**src/rtl/led_step_if.sv**
```systemverilog
// Button inputs and step/status outputs of the LED step generator.
// The slave modport is the generator; the master side drives the raw buttons.
interface led_step_if;
    logic       btn_up;
    logic       btn_down;
    logic       btn_pause;
    logic       step;
    logic [2:0] level;
    logic       paused;

    modport master (output btn_up, btn_down, btn_pause, input step, level, paused);
    modport slave  (input btn_up, btn_down, btn_pause, output step, level, paused);
endinterface

```
**src/rtl/led_step_gen.sv**
```systemverilog
// Debounced speed/pause buttons driving a prescaler that emits one-cycle step pulses.
// Step period is BASE_DIV >> level; a level change restarts the prescaler.
module led_step_gen #(
    parameter int BASE_DIV        = 50_000_000,
    parameter int DEBOUNCE_CYCLES = 1_000_000
) (
    input  logic         clk,
    input  logic         rst,
    led_step_if.slave    bus
);
    localparam int PW = $clog2(BASE_DIV + 1);
    localparam int DW = $clog2(DEBOUNCE_CYCLES);

    // Button order in the vectors below: [0]=up, [1]=down, [2]=pause
    logic [2:0]    raw, s1, s2, db, db_q, press;
    logic [DW-1:0] dcnt [3];

    logic [2:0]    lvl, lvl_nx;
    logic          pause_r, pause_nx;
    logic          step_r;
    logic [PW-1:0] pcnt, period;

    assign raw = {bus.btn_pause, bus.btn_down, bus.btn_up};

    always_ff @(posedge clk) begin
        if (rst) begin
            s1   <= '0;
            s2   <= '0;
            db   <= '0;
            db_q <= '0;
            for (int i = 0; i < 3; i++) dcnt[i] <= '0;
        end else begin
            s1   <= raw;
            s2   <= s1;
            db_q <= db;
            for (int i = 0; i < 3; i++) begin
                if (s2[i] == db[i]) begin
                    dcnt[i] <= '0;
                end else if (dcnt[i] == DW'(DEBOUNCE_CYCLES - 1)) begin
                    db[i]   <= s2[i];
                    dcnt[i] <= '0;
                end else begin
                    dcnt[i] <= dcnt[i] + 1'b1;
                end
            end
        end
    end

    // Only the rising edge of the debounced state counts; releases are ignored.
    assign press = db & ~db_q;

    always_comb begin
        lvl_nx = lvl;
        if (press[0] && !press[1] && lvl != 3'd7)
            lvl_nx = lvl + 3'd1;
        else if (press[1] && !press[0] && lvl != 3'd0)
            lvl_nx = lvl - 3'd1;
        pause_nx = pause_r ^ press[2];
    end

    assign period = PW'(BASE_DIV) >> lvl;

    always_ff @(posedge clk) begin
        if (rst) begin
            lvl     <= '0;
            pause_r <= 1'b0;
            pcnt    <= '0;
            step_r  <= 1'b0;
        end else begin
            lvl     <= lvl_nx;
            pause_r <= pause_nx;
            if (lvl_nx != lvl) begin
                pcnt   <= '0;
                step_r <= 1'b0;
            end else if (pause_r) begin
                step_r <= 1'b0;
            end else if (pcnt == period - PW'(1)) begin
                pcnt   <= '0;
                step_r <= 1'b1;
            end else begin
                pcnt   <= pcnt + PW'(1);
                step_r <= 1'b0;
            end
        end
    end

    assign bus.step   = step_r;
    assign bus.level  = lvl;
    assign bus.paused = pause_r;
endmodule

```
**src/flat_wrapper.sv**
```systemverilog
// flat-port wrapper written by rule: the top's interface ports become plain ports
module led_step_gen_flat 
#(
    parameter int BASE_DIV        = 50_000_000,
    parameter int DEBOUNCE_CYCLES = 1_000_000
)
  (clk, rst, bus_btn_up, bus_btn_down, bus_btn_pause, bus_step, bus_level, bus_paused);
  led_step_if bus_i ();
  input  logic clk;
  input  logic rst;
  input wire logic [$bits(bus_i.btn_up)-1:0] bus_btn_up;
  input wire logic [$bits(bus_i.btn_down)-1:0] bus_btn_down;
  input wire logic [$bits(bus_i.btn_pause)-1:0] bus_btn_pause;
  output wire logic [$bits(bus_i.step)-1:0] bus_step;
  output wire logic [$bits(bus_i.level)-1:0] bus_level;
  output wire logic [$bits(bus_i.paused)-1:0] bus_paused;
  assign bus_i.btn_up = bus_btn_up;
  assign bus_i.btn_down = bus_btn_down;
  assign bus_i.btn_pause = bus_btn_pause;
  assign bus_step = bus_i.step;
  assign bus_level = bus_i.level;
  assign bus_paused = bus_i.paused;
  led_step_gen #(.BASE_DIV(BASE_DIV), .DEBOUNCE_CYCLES(DEBOUNCE_CYCLES)) u_core (.clk(clk), .rst(rst), .bus(bus_i));
endmodule
```
**config.mk**
```make
export PLATFORM = sky130hd
export DESIGN_NAME = led_step_gen_flat
export DESIGN_NICKNAME = d
export VERILOG_FILES = /design/src/rtl/led_step_if.sv /design/src/rtl/led_step_gen.sv /design/src/flat_wrapper.sv
export SDC_FILE = /design/constraint.sdc
export NUM_CORES = 1
export LEC_CHECK = 0
export CAP_MARGIN = 20
export CELL_PAD_IN_SITES_DETAIL_PLACEMENT = 1
export CELL_PAD_IN_SITES_GLOBAL_PLACEMENT = 1
export CORE_UTILIZATION = 50
export DETAILED_ROUTE_END_ITERATION = 16
export GPL_TIMING_DRIVEN = 0
export HOLD_SLACK_MARGIN = 0.12
export PLACE_DENSITY = 0.86
export SLEW_MARGIN = 25
export SYNTH_ARGS = -nofsm -noshare
export SYNTH_HDL_FRONTEND = slang
export SYNTH_SLANG_ARGS = --single-unit
```
**constraint.sdc**
```tcl
create_clock -name clk -period 6.6 [get_ports clk]
set_input_delay 1.32 -clock clk [delete_from_list [all_inputs] [get_ports clk]]
set_output_delay 1.32 -clock clk [all_outputs]
set_load 0.005 [all_outputs]
```
Word-level counts from Yosys, hierarchy flattened
Memory sizes are Yosys's and may differ from the RTL's.
Cells that the tools add are included.
{ "op_classes": {"n_addsub": 7, "n_mul": 0, "div_mod_pow": 0, "n_lt_le_gt_ge": 0, "n_eq_ne": 9, "shifts": 1, "muxes": 48, "bitwise_logic": 15, "n_reduce_logical": 12} }
{ "op_table": {"columns": ["op", "n"], "rows": [
  ["$mux 20", 9],
  ["$add 20x1->20 const B", 3],
  ["$eq 20x20->1 const B", 3],
  ["$mux 1", 36],
  ["$add 26x1->26 const B", 1],
  ["$eq 26x26->1", 1],
  ["$mux 26", 1],
  ["$shr 26x3->26 const A", 1],
  ["$sub 26x1->26 const B", 1],
  ["$or 1x1->1", 9],
  ["$mux 3", 2],
  ["$reduce_and 2->1", 3],
  ["$logic_and 1x1->1", 4],
  ["$add 3x1->3 const B", 1],
  ["$and 3x3->3", 1],
  ["$eq 1x1->1", 3],
  ["$ne 3x3->1", 1],
  ["$ne 3x3->1 const B", 1],
  ["$not 1->1", 3],
  ["$not 3->3", 1],
  ["$reduce_bool 3->1", 1],
  ["$reduce_or 3->1", 1],
  ["$sub 3x1->3 const B", 1],
  ["$logic_not 1->1", 2],
  ["2 further kinds", 2]
]} }
{ "word_totals": {"register_bits": 43, "latch_bits": 0, "ramBits": 60, "romBits": 0, "inputBits": 5, "output_inout_bits": 5, "wordCells": 103, "memories": 1} }
{ "memory_table": {"columns": ["memory", "words", "word_bits", "read_ports", "rd_clocked_by_memory_dff", "write_ports", "line_no", "text"], "rows": [
  ["u_core.dcnt", 3, 20, 3, 0, 3, "led_step_gen.sv:16", "logic [DW-1:0] dcnt [3];"]
]} }

Logic depth before layout (Yosys ltp)
{ "logic_depth": {"word_depth": 9, "depth_mapped": 13, "ltp_nobuf": 11} }

Least setup slack after synthesis
OpenSTA, ideal clock, no wires.
{ "synth_timing": {"path_type": "register to register", "startpoint": "register u_core.lvl[1], in the netlist u_core.bus.level[1]", "endpoint": "register u_core.pcnt[10]", "setup_time_ns": 0.132, "arrival_time_ns": 3.301, "t_required_ns": 6.468, "setup_slack_ns": 3.167, "path_stages_with_launch": 14, "synth_period_minus_slack_ns": 3.433, "cell_sequence": "dfxtp_1 > ha_1 > ha_1 > clkbuf_2 > inv_1 > ha_1 > nor2b_1 > nand4b_1 > o2111ai_1 > or4_1 > or4_4 > nor3_4 > buf_6 > nor3_1"} }
{ "synth_between": {"elab_chain_len": 6} }
{ "synth_rtl": {"columns": ["item", "line_no", "text"], "rows": [
  ["from (decl)", "led_step_gen.sv:18", "logic [2:0] lvl, lvl_nx;"],
  ["from (signal assigned)", "led_step_gen.sv:70", "lvl <= lvl_nx;"],
  ["branches (longest 6 deep; another with $sub 26x1->26)", null, null],
  ["to (signal assigned)", "led_step_gen.sv:81", "pcnt <= pcnt + PW'(1);"],
  ["to (decl)", "led_step_gen.sv:21", "logic [PW-1:0] pcnt, period;"]
]} }
Several ways; the timed one is not identified.
A chain may end at the register's enable or synchronous reset.

Final worst setup path
{ "layout_timing": {"startpoint": "register u_core.lvl[1], in the netlist u_core.bus.level[1]", "endpoint": "register u_core.pcnt[19]"} }
Same word-level chain as after synthesis.

==> run summary <==
Nets - 730
Vias per inst - 5.44
Maximum VDD drop - 155 uV
Setup bufs post-CTS - 0
Cts hold-fix bufs - 0
Share of post-route cells with drive strength above 1 - 0.0393
Seq pwr share - 0.565
Clock Skews - 0.00877 ns
Gate power share - 0.037
CTS sink cnt - 103
Port Buffers - 9
Reg2Reg Capture Point - u_core.pcnt[19]
EDFF count, synth - 60
Finish-stage setup viols - 0
Reg2reg path depth - 13
Crit-path max FO - 11
CTS tree - built
CP dominant cell by count - ha_1
Crit Path Class - flip-flop to flip-flop
Avg Inst Size Synth - 9.54 um^2
# H-tree levels - 3
ANT nets after route - 0
Initial antenna violation count - 0
Power after layout - 1.27 mW
Sequential fraction of the synthesis area - 0.445
Post-DP HPWL - 9.94 mm
Fillers - 1346
I/O Pins - 10
Multi-input logic area - 0.00334 mm^2
DR iter-0 viols - 238
Reg clk slew, reported paths - 0.07 ns
All-Layer GR Usage - 0.232
Average wire per standard cell - 15.6 um
Fraction of power consumed by the clock network - 0.398
CP arrival - 4.26 ns
R2R setup slack - 2.56 ns
Status - finished with violations
CP delay by family, top - simple AND/OR/NAND/NOR gates
Fin. max-slew vios - 0
Cells along the critical path - ha_1 > ha_1 > clkbuf_2 > inv_1 > ha_1 > nor2b_1 > nand4b_1 > o2111ai_1 > or4_1 > or4_4 > nor3_4 > buf_6 > nor3_1
Rows - 39
Final Cycle Share - 0.612
Vias after detailed routing - 4653
Synthesis-stage register bit count - 103
Most common cell after layout, fill and taps aside - nor2_1
Area of the core - 0.0116 mm^2
GR met1 Demand/Resource - 0.286
Crit path largest cell delay - 0.60 ns
CTS resizes - 0
Internal Power - 978 uW
Worst-Skew Late Latency - 0.36 ns
Placed cells - 839
Buffers & Inverters on Critical Path - 3
Switching power share of the total - 0.230
Worst Hold End - u_core.s2[2]
Hold path start - u_core.s1[2]
Top achievable clock speed - 248 MHz
Die Width - 111 um
Root buf cell - clkbuf_16
Maxcap violations - 0
Number of synthesis warnings - 0
Max_slew headroom - 0.422
Die Y - 111 um
Final Non-Filler Cells - 855
RR Startpoint - u_core.bus.level[1]
WP data required - 6.82 ns
# diodes - 0
Initial Util - 0.518
First-pass GRT wire length - 23.0 mm
Failing checks - design-rule violations
Pwr Density - 188 mW/mm^2
Slowest-stage cell, CP - dfxtp_1
Grt ovf - 0
Startpoint types - flip-flop
Setup TNS - 0 ns
Yosys cell types - 64
Synth-to-Final Area Change - 12.8%
Number of CTS-inserted buffers - 9
Min cycle time layout - 4.04 ns
Met2 global-route usage - 0.403
Pleak - 2.43 nW
DRC - 2
Most frequent cells in the layout - 97 x nor2_1, 60 x edfxtp_1, 60 x conb_1, 51 x xor2_1, 43 x dfxtp_1
Global placer's final weighted congestion - 0.893
RSZ-0062 raised after global routing - no
Worst-Margin Slew - 0.859 ns
Worst Hold Depth - 1
Aggregate routed wire length - 13.3 mm
CP Capture Type - flip-flop
Vias in the first global route - 4873
Most Crowded Layer GR - met2
Largest net degree at the start of global routing - 18
Asr flop ratio synth - 0
GR Layer Usage met3 - 0.0370
Detailed Routing Iterations Pass 1 - 11
Mapped Area - 0.00599 mm^2
Longest Clk Path Bufs - 2
Die Area - 0.0124 mm^2
Hold Crit Class - flip-flop to flip-flop
Most frequently used flop master after synthesis - edfxtp_1
P_sw - 293 uW
Storage element area - 0.00266 mm^2
Final Hold Viols - 0
Mapped Cells - 628
[Yosys cell counts (all sizes together) (2+ instances only)]
cell type   n  share of area
nor2       97          0.061
edfxtp     60           0.30
xor2       51          0.075
dfxtp      43           0.14
xnor2      43          0.064
nand2      38          0.024
nand3      36          0.030
nor3       33          0.029
and3       20          0.021
nor2b      19          0.020
a21oi      18          0.015
ha         18          0.038
clkbuf     17          0.013
inv        15         0.0094
o21ai      13          0.011
nand4      12          0.013
buf        10          0.012
mux2i       7          0.012
nor4        7         0.0073
or3         7         0.0073
and2        6         0.0063
and4        5         0.0073
nor3b       5         0.0063
nor4b       4         0.0058
nor4bb      4         0.0067
a211o       3         0.0044
nand4b      3         0.0044
o2111ai     3         0.0044
a211oi      2         0.0025
and3b       2         0.0029
or4         2         0.0031
xor3        2         0.0079
[through the flow]
step | area, um^2 | hold WS, ns | setup WS (ns) | util
2_1_floorplan | 6210 | 0.414 | 3.17 | -
3_3_place_gp | 6480 | 0.421 | 2.65 | 0.560
3_5_place_dp | 6480 | 0.440 | 2.58 | 0.560
4_1_cts | 6750 | 0.450 | 2.55 | 0.584
5_1_grt | 6750 | 0.466 | 2.26 | 0.584
6_report | 6750 | 0.447 | 2.56 | 0.584
[how the worst max path moves through the flow]
stage | to | start | depth (start not counted) | slack [ns]
CTS | u_core.pcnt[19] | u_core.bus.level[1] | 13 | 2.55
global route | u_core.pcnt[24] | u_core.bus.level[1] | 13 | 2.26
global placement | u_core.pcnt[18] | u_core.bus.level[1] | 13 | 2.65
finish | u_core.pcnt[19] | u_core.bus.level[1] | 13 | 2.56
floorplan | u_core.pcnt[10] | u_core.bus.level[1] | 13 | 3.17
detailed placement | u_core.pcnt[19] | u_core.bus.level[1] | 13 | 2.58
[state kept, by name, indices dropped and copies added (netlist names)]
name	count
u_core.s2	3
u_core.bus.paused	1
u_core.pcnt	26
u_core.db_q	3
u_core.bus.level	3
u_core.s1	3
u_core.dcnt	60
u_core.db	3
u_core.bus.step	1
[routing by layer]
metal | part of all wire | wire length [um]
met5 | 0 | 0
met4 | 0.020 | 265
met3 | 0.027 | 364
met2 | 0.50 | 6630
met1 | 0.45 | 6060
[final cells by class]
| class | count | area share |
|---|---|---|
| Inverter | 15 | 0.00834 |
| Multi-Input combinational cell | 542 | 0.495 |
| Clock inverter | 5 | 0.00630 |
| Buffer | 27 | 0.0219 |
| Clock buffer | 11 | 0.0345 |
| Sequential cell | 103 | 0.394 |
| Tap cell | 143 | 0.0265 |
| Timing Repair Buffer | 9 | 0.0133 |
[kinds of logic (layout without fill, tap and decap cells)]
logic type | Yosys count | in the layout | synth area share
flops | 103 | 103 | 0.445
fa+ha+maj | 18 | 18 | 0.0376
simple gates | 306 | 306 | 0.263
xor+xnor | 97 | 97 | 0.150
compound gates | 54 | 54 | 0.0579
buf+inv | 42 | 67 | 0.0341
other cells | 1 | 60 | 0.000626
mux | 7 | 7 | 0.0117
[power by group through the flow]
stage          sequential (mW)  combinational (mW)  clock, mW
4_1_cts                  0.718              0.0462      0.516
2_1_floorplan            0.726              0.0355          0
3_5_place_dp             0.732              0.0451          0
6_report                 0.718              0.0471      0.505
5_1_grt                  0.720              0.0541      0.536
3_3_place_gp             0.731              0.0431          0
Note: power is estimated with default switching activity, not from simulation.
